===== config.mk =====
export PLATFORM = sky130hd
export DESIGN_NAME = spi_master
export DESIGN_NICKNAME = d
export VERILOG_FILES = /design/src/rtl/spi_master.sv
export SDC_FILE = /design/constraint.sdc
export NUM_CORES = 1
export LEC_CHECK = 0
export BUFFER_PORTS_ARGS = -buffer_cell sky130_fd_sc_hd__buf_2
export CAP_MARGIN = 25
export CORE_MARGIN = 10
export CORE_UTILIZATION = 45
export CTS_CLUSTER_SIZE = 30
export DETAILED_ROUTE_END_ITERATION = 8
export PLACE_DENSITY = 0.73
export SLEW_MARGIN = 10
export SYNTH_ARGS = -nofsm -noshare
export SYNTH_HDL_FRONTEND = slang
export SYNTH_SLANG_ARGS = --single-unit

===== constraint.sdc =====
create_clock -name clk -period 4.2 [get_ports clk]
set_input_delay 0.63 -clock clk [delete_from_list [all_inputs] [get_ports clk]]
set_output_delay 0.63 -clock clk [all_outputs]
set_load 0.05 [all_outputs]

===== src/rtl/spi_master.sv =====
`default_nettype none
// +----------------------------------------------------------------------------+
// | Module   : spi_master                                                      |
// | Brief    : Mode-0 SPI initiator, one fixed-length word per cs_n window.     |
// | Revision : 1.0 - initial release                                           |
// +----------------------------------------------------------------------------+
module spi_master #(
  parameter int CLKDIV = 4,
  parameter int WIDTH  = 8
) (
  input  logic             clk,
  input  logic             rst_n,
  input  logic             start,
  input  logic [WIDTH-1:0] tx_data,
  output logic [WIDTH-1:0] rx_data,
  output logic             busy,
  output logic             done,
  output logic             sclk,
  output logic             cs_n,
  output logic             mosi,
  input  logic             miso
);

  localparam int c_DIV_W = (CLKDIV > 1) ? $clog2(CLKDIV) : 1;
  localparam int c_CNT_W = $clog2(WIDTH + 1);
  localparam logic [c_DIV_W-1:0] c_DIV_LAST = c_DIV_W'(CLKDIV - 1);
  localparam logic [c_CNT_W-1:0] c_CNT_LAST = c_CNT_W'(WIDTH - 1);

  typedef enum logic [2:0] {
    S_IDLE  = 3'd0,
    S_SETUP = 3'd1,
    S_HIGH  = 3'd2,
    S_LOW   = 3'd3,
    S_HOLD  = 3'd4
  } state_t;

  state_t             r_state, w_state_nxt;
  logic [c_DIV_W-1:0] r_div, w_div_nxt;
  logic [c_CNT_W-1:0] r_cnt, w_cnt_nxt;
  logic [WIDTH-1:0]   r_tx, w_tx_nxt;
  logic [WIDTH-1:0]   r_rx, w_rx_nxt;
  logic [WIDTH-1:0]   w_rx_data_nxt;
  logic               w_busy_nxt, w_done_nxt, w_sclk_nxt, w_cs_n_nxt, w_mosi_nxt;
  logic               w_div_end;
  logic [WIDTH-1:0]   w_tx_shift;
  logic [WIDTH-1:0]   w_rx_shift;

  assign w_div_end  = (r_div == c_DIV_LAST);
  assign w_tx_shift = r_tx << 1;

  // A one-bit word has nothing to keep from the previous shifter contents.
  generate
    if (WIDTH > 1) begin : g_rx_wide
      assign w_rx_shift = {r_rx[WIDTH-2:0], miso};
    end else begin : g_rx_single
      assign w_rx_shift = miso;
    end
  endgenerate

  always_comb begin
    w_state_nxt   = r_state;
    w_div_nxt     = r_div + c_DIV_W'(1);
    w_cnt_nxt     = r_cnt;
    w_tx_nxt      = r_tx;
    w_rx_nxt      = r_rx;
    w_rx_data_nxt = rx_data;
    w_busy_nxt    = busy;
    w_done_nxt    = 1'b0;
    w_sclk_nxt    = sclk;
    w_cs_n_nxt    = cs_n;
    w_mosi_nxt    = mosi;

    case (r_state)
      S_IDLE: begin
        w_div_nxt = '0;
        if (start) begin
          w_tx_nxt    = tx_data;
          w_rx_nxt    = '0;
          w_cnt_nxt   = '0;
          w_cs_n_nxt  = 1'b0;
          w_busy_nxt  = 1'b1;
          w_mosi_nxt  = tx_data[WIDTH-1];
          w_state_nxt = S_SETUP;
        end
      end

      S_SETUP, S_LOW: begin
        if (w_div_end) begin
          w_div_nxt   = '0;
          w_sclk_nxt  = 1'b1;
          w_state_nxt = S_HIGH;
        end
      end

      // miso is taken on the last cycle of the high phase, giving the
      // peripheral almost a full half-period to present its bit.
      S_HIGH: begin
        if (w_div_end) begin
          w_div_nxt  = '0;
          w_rx_nxt   = w_rx_shift;
          w_cnt_nxt  = r_cnt + c_CNT_W'(1);
          w_sclk_nxt = 1'b0;
          if (r_cnt == c_CNT_LAST) begin
            w_state_nxt = S_HOLD;
          end else begin
            w_tx_nxt    = w_tx_shift;
            w_mosi_nxt  = w_tx_shift[WIDTH-1];
            w_state_nxt = S_LOW;
          end
        end
      end

      S_HOLD: begin
        if (w_div_end) begin
          w_div_nxt     = '0;
          w_cs_n_nxt    = 1'b1;
          w_rx_data_nxt = r_rx;
          w_done_nxt    = 1'b1;
          w_busy_nxt    = 1'b0;
          w_mosi_nxt    = 1'b0;
          w_state_nxt   = S_IDLE;
        end
      end

      default: begin
        w_div_nxt   = '0;
        w_state_nxt = S_IDLE;
      end
    endcase
  end

  always_ff @(posedge clk) begin
    if (!rst_n) begin
      r_state <= S_IDLE;
      r_div   <= '0;
      r_cnt   <= '0;
      r_tx    <= '0;
      r_rx    <= '0;
      rx_data <= '0;
      busy    <= 1'b0;
      done    <= 1'b0;
      sclk    <= 1'b0;
      cs_n    <= 1'b1;
      mosi    <= 1'b0;
    end else begin
      r_state <= w_state_nxt;
      r_div   <= w_div_nxt;
      r_cnt   <= w_cnt_nxt;
      r_tx    <= w_tx_nxt;
      r_rx    <= w_rx_nxt;
      rx_data <= w_rx_data_nxt;
      busy    <= w_busy_nxt;
      done    <= w_done_nxt;
      sclk    <= w_sclk_nxt;
      cs_n    <= w_cs_n_nxt;
      mosi    <= w_mosi_nxt;
    end
  end

endmodule
`default_nettype wire


==> Word level (Yosys, flattened, before mapping) <==
Cells that the tools add are included.
{ "totals": {"register_bits": 37, "inputBits": 12, "output_inout_bits": 13} }
{ "op_classes": {"addsub": 2, "eq_ne": 11, "mux": 28, "n_bitwise": 2, "n_reduce_logical": 16} }
{ "op_table": {"columns": ["cell", "n"], "rows": [
  ["$mux W7", 3],
  ["$mux W8", 2],
  ["$pmux W8 S2", 1],
  ["$mux W3", 5],
  ["$pmux W7 S2", 1],
  ["$pmux W3 S4", 1],
  ["$ne A2 B2 Y1 const B", 5],
  ["$reduce_and A3 Y1", 3],
  ["$mux W1", 8],
  ["$mux W4", 2],
  ["$pmux W4 S2", 1],
  ["$reduce_and A4 Y1", 2],
  ["$eq A3 B2 Y1 const B", 2],
  ["$pmux W1 S2", 3],
  ["$reduce_bool A2 Y1", 3],
  ["$reduce_and A5 Y1", 1],
  ["$add A4 B1 Y4 const B", 1],
  ["$eq A4 B3 Y1 const B", 1],
  ["$reduce_and A2 Y1", 2],
  ["$reduce_or A4 Y1", 1],
  ["$eq A3 B1 Y1 const B", 1],
  ["$eq A3 B3 Y1 const B", 1],
  ["$logic_not A3 Y1", 1],
  ["$pmux W1 S3", 1],
  ["6 further kinds", 7]
]} }

==> Logic depth before layout (Yosys ltp) <==
{ "logic_depth": {"word_depth": 4, "depth_mapped": 6} }

==> Worst setup path before layout <==
No wires, ideal clock.
{ "synth_timing": {"path_type": "input to register", "startpoint": "in start", "endpoint": "reg r_cnt[2]", "arrival_ps": 1468, "required_ps": 4075, "slack_ps": 2606, "cell_stages": 4, "path_buffers": 1, "path_cell_list": "nor4b_2 > clkbuf_1 > nand2b_1 > a21oi_1"} }
{ "synth_via": {"elab_chain_len": 2} }
{ "synth_rtl": {"columns": ["item", "line_no", "source"], "rows": [
  ["from (decl)", "13", "input logic start,"],
  ["$ne A2 B2 Y1 (no source line)", null, null],
  ["$reduce_and A3 Y1 (no source line)", null, null],
  ["to (signal assigned)", "148", "r_cnt <= w_cnt_nxt;"],
  ["to (decl)", "39", "logic [c_CNT_W-1:0] r_cnt, w_cnt_nxt;"]
]} }
No other way between the ends.
A chain may end at the register's enable or synchronous reset.

==> Final worst setup path <==
{ "layout_timing": {"startpoint": "reg r_div[0]", "endpoint": "reg r_cnt[3]"} }
{ "layout_via": {"elab_chain_len": 3} }
{ "layout_rtl": {"columns": ["item", "line_no", "source"], "rows": [
  ["from (decl)", "38", "logic [c_DIV_W-1:0] r_div, w_div_nxt;"],
  ["from (signal assigned)", "147", "r_div <= w_div_nxt;"],
  ["$eq A2 B2 Y1", "48", "assign w_div_end = (r_div == c_DIV_LAST);"],
  ["via w_div_end", "44", "logic w_div_end;"],
  ["$ne A2 B2 Y1 (no source line)", null, null],
  ["$reduce_and A3 Y1 (no source line)", null, null]
]} }
The timed path passes the listed nets, and every way through them passes these cells.

==> results_dict.tcl <==
set metrics [dict create \
    worst_pin_slew_ns 0.873 \
    synth_fa_ha_area_share_pct 1.52 \
    hpwl_um 2330 \
    dieArea_um2 6470 \
    fin_crit_ns 2.07 \
    end_kind "flip-flop" \
    synth_compound_area_share_pct 22.4 \
    die_x_um 80.5 \
    fin_nets 218 \
    power.switching_mw 0.160 \
    hp-class "reg -> reg" \
    core_um2 3440 \
    arrival_ns 2.29 \
    p_leak_nw 0.683 \
    cts_hold_buf 0 \
    netlist_top_cells_count "dfxtp_1 (37), a21oi_1 (25), nand2_1 (18)" \
    syn_inst 185 \
    grt_setup_unrepaired "false" \
    worst_clock_skew_ns 0.00337 \
    cts_tree "yes" \
    synth_top_family_by_area "compound AO/OA/AOI/OAI gates" \
    yosysTopAreaCell "dfxtp_1" \
    clk_latency_ns 0.28 \
    cts_made_buffers 5 \
    slew_headroom_pct 41.8 \
    cts_root_buf "clkbuf_8" \
    synth-simple-area-share_pct 20.1 \
    row_count 21 \
    grt_pass1_wl_um 5840 \
    syn2layout_area_growth_pct 15.4 \
    finalNonFillerCells 251 \
    p_int_mw 0.575 \
    synth_cell_types 40 \
    vias 1402 \
    grt_overflow 0 \
    p_per_area_nw_per_um2 387 \
    synth_seq_cells 37 \
    drv_slew 0 \
    crit_required_ns 4.42 \
    yosysWarnings 0 \
    netlist_area_um2 1650 \
    synthesis.nets 199 \
    drv_cap 0 \
    setup-violations-final 0 \
    wl_per_cell_um 14.0 \
    status "complete, no violations" \
    remaining_drc_errors 0 \
    pwr-share-seq_pct 50.0 \
    start_util_pct 47.8 \
    whs_ns 0.436 \
    drtPass1Iterations 4 \
    vias_per_cell 5.59 \
    antenna_found_initial 0 \
    drive_gt1_share_pct 19.0 \
    clkTransAtPathRegs_ns 0.07 \
    finalHoldViolations 0 \
    drtIter0Drc 72 \
    cp_max_fo 21 \
    io_pins 25 \
    ir_worst_vdd_v 0.000162 \
    synth_mux_area_share_pct 4.26 \
    grt_max_degree 30 \
    ctsResizeCount 0 \
    fmax_mhz 482 \
    seq_area_frac_synth_pct 45.0 \
    place.gp.congestion 0.760 \
    clock_path_buffers 2 \
    dp.cells 241 \
    synth.avg_cell_area_um2 8.89 \
    ys.flop_type "dfxtp_1" \
    power_frac_clock_pct 42.4 \
    netlist.area_leader.share_pct 45.0 \
    synthXorXnorAreaFrac_pct 1.06 \
    async_flop_share_pct 0 \
    path_class "reg -> reg" \
    p_sw_share_pct 21.8 \
    cts.sinks 37 \
    htree_levels 2 \
    ant_nets 0 \
    fillers 320 \
    port_buffers 24 \
    grtUsageTotal_pct 10.9 \
    die_y_um 80.5 \
    p_comb_share_pct 7.6 \
    grt_pass1_vias 1301 \
    post-synth-top-count-cell "dfxtp_1" \
    synth_area_leaders "dfxtp_1 (45%), a21oi_1 (7.6%), a211oi_1 (6.8%), mux2i_1 (4.3%), nand2_1 (4.1%)" \
    synth_edf_count 0 \
    period_share_pct 49.4 \
    start_kind "flip-flop" \
    wl_um 3510 \
    post_cts_buffers 0 \
    antenna_cells 0 \
    fin_tns_setup_ns 0 \
]
[through the flow]
stage | worst slack [ns] | utilization (%) | instance area, um^2 | power, mW
after floorplan | 2.61 | - | 1650 | 0.415
after CTS | 1.96 | 54.7 | 1880 | 0.739
after global routing | 2.03 | 55.2 | 1900 | 0.761
after global placement | 1.99 | 51.4 | 1770 | 0.429
after detailed placement | 1.95 | 51.4 | 1770 | 0.430
final | 2.13 | 55.2 | 1900 | 0.735
[state kept, by name, summed over array words and instances (netlist names)]
name,flops
mosi,1
done,1
r_div,2
r_rx,8
cs_n,1
busy,1
r_cnt,4
r_tx,7
rx_data,8
sclk,1
r_state,3
[layout by cell type, fill, tap and decap left out, drive strengths merged, types with 3 or more instances in the layout]
master / synthesis / layout
dfxtp: 37 / 37
buf: 7 / 26
a21oi: 25 / 25
nand2: 18 / 18
a211oi: 15 / 15
o21ai: 11 / 11
clkbuf: 9 / 9
nand4: 8 / 8
mux2i: 7 / 7
inv: 6 / 6
nor2: 4 / 4
nand3b: 3 / 3
[power by group through the flow]
stage	logic, mW	clock network (mW)	registers (mW)
after CTS	0.0546	0.317	0.368
after floorplan	0.0340	0	0.381
after global placement	0.0535	0	0.376
after global routing	0.0619	0.330	0.369
final	0.0560	0.312	0.368
after detailed placement	0.0540	0	0.376
[worst max-delay path, stage by stage (launching register included)]
cell and delay, ns:
dfxtp_1 0.33, ha_1 0.60, mux2i_1 0.21, clkbuf_4 0.25
or4_1 0.48, a21oi_1 0.14
[cell families (layout without fill, tap and decap cells)]
logic type | Yosys count | after routing
compound gates | 60 | 60
simple gates | 55 | 55
flops | 37 | 37
buf+inv | 22 | 42
mux | 7 | 7
fa+ha+maj | 2 | 2
xor+xnor | 2 | 2
[final timing paths]
check	from	slack (ns)	end	cells after the start
worst max-delay path	r_div[0]	2.13	r_cnt[3]	5
worst max register to register	r_div[0]	2.13	r_cnt[3]	5
worst min-delay path	r_div[0]	0.44	r_div[0]	1
worst min register to register	r_div[0]	0.44	r_div[0]	1
[final cells by class]
class                           count  area, um^2  area share, %
Clock inverter                      1        30.0           1.58
Inverter                            6        22.5           1.19
Tap cell                           46        57.6           3.03
Multi-Input combinational cell    126         812           42.8
Sequential cell                    37         741           39.0
Timing Repair Buffer               28         150           7.91
Clock buffer                        7        86.3           4.55
[metal layers]
layer	vias to the layer above	wire length [um]	GRT usage (%)
met5	-	0	0
met2	34	1630	17.5
met4	0	46	4.40
met1	648	1590	13.1
li1	714	-	-
met3	6	240	3.12
(Power assumes the default switching activity.)
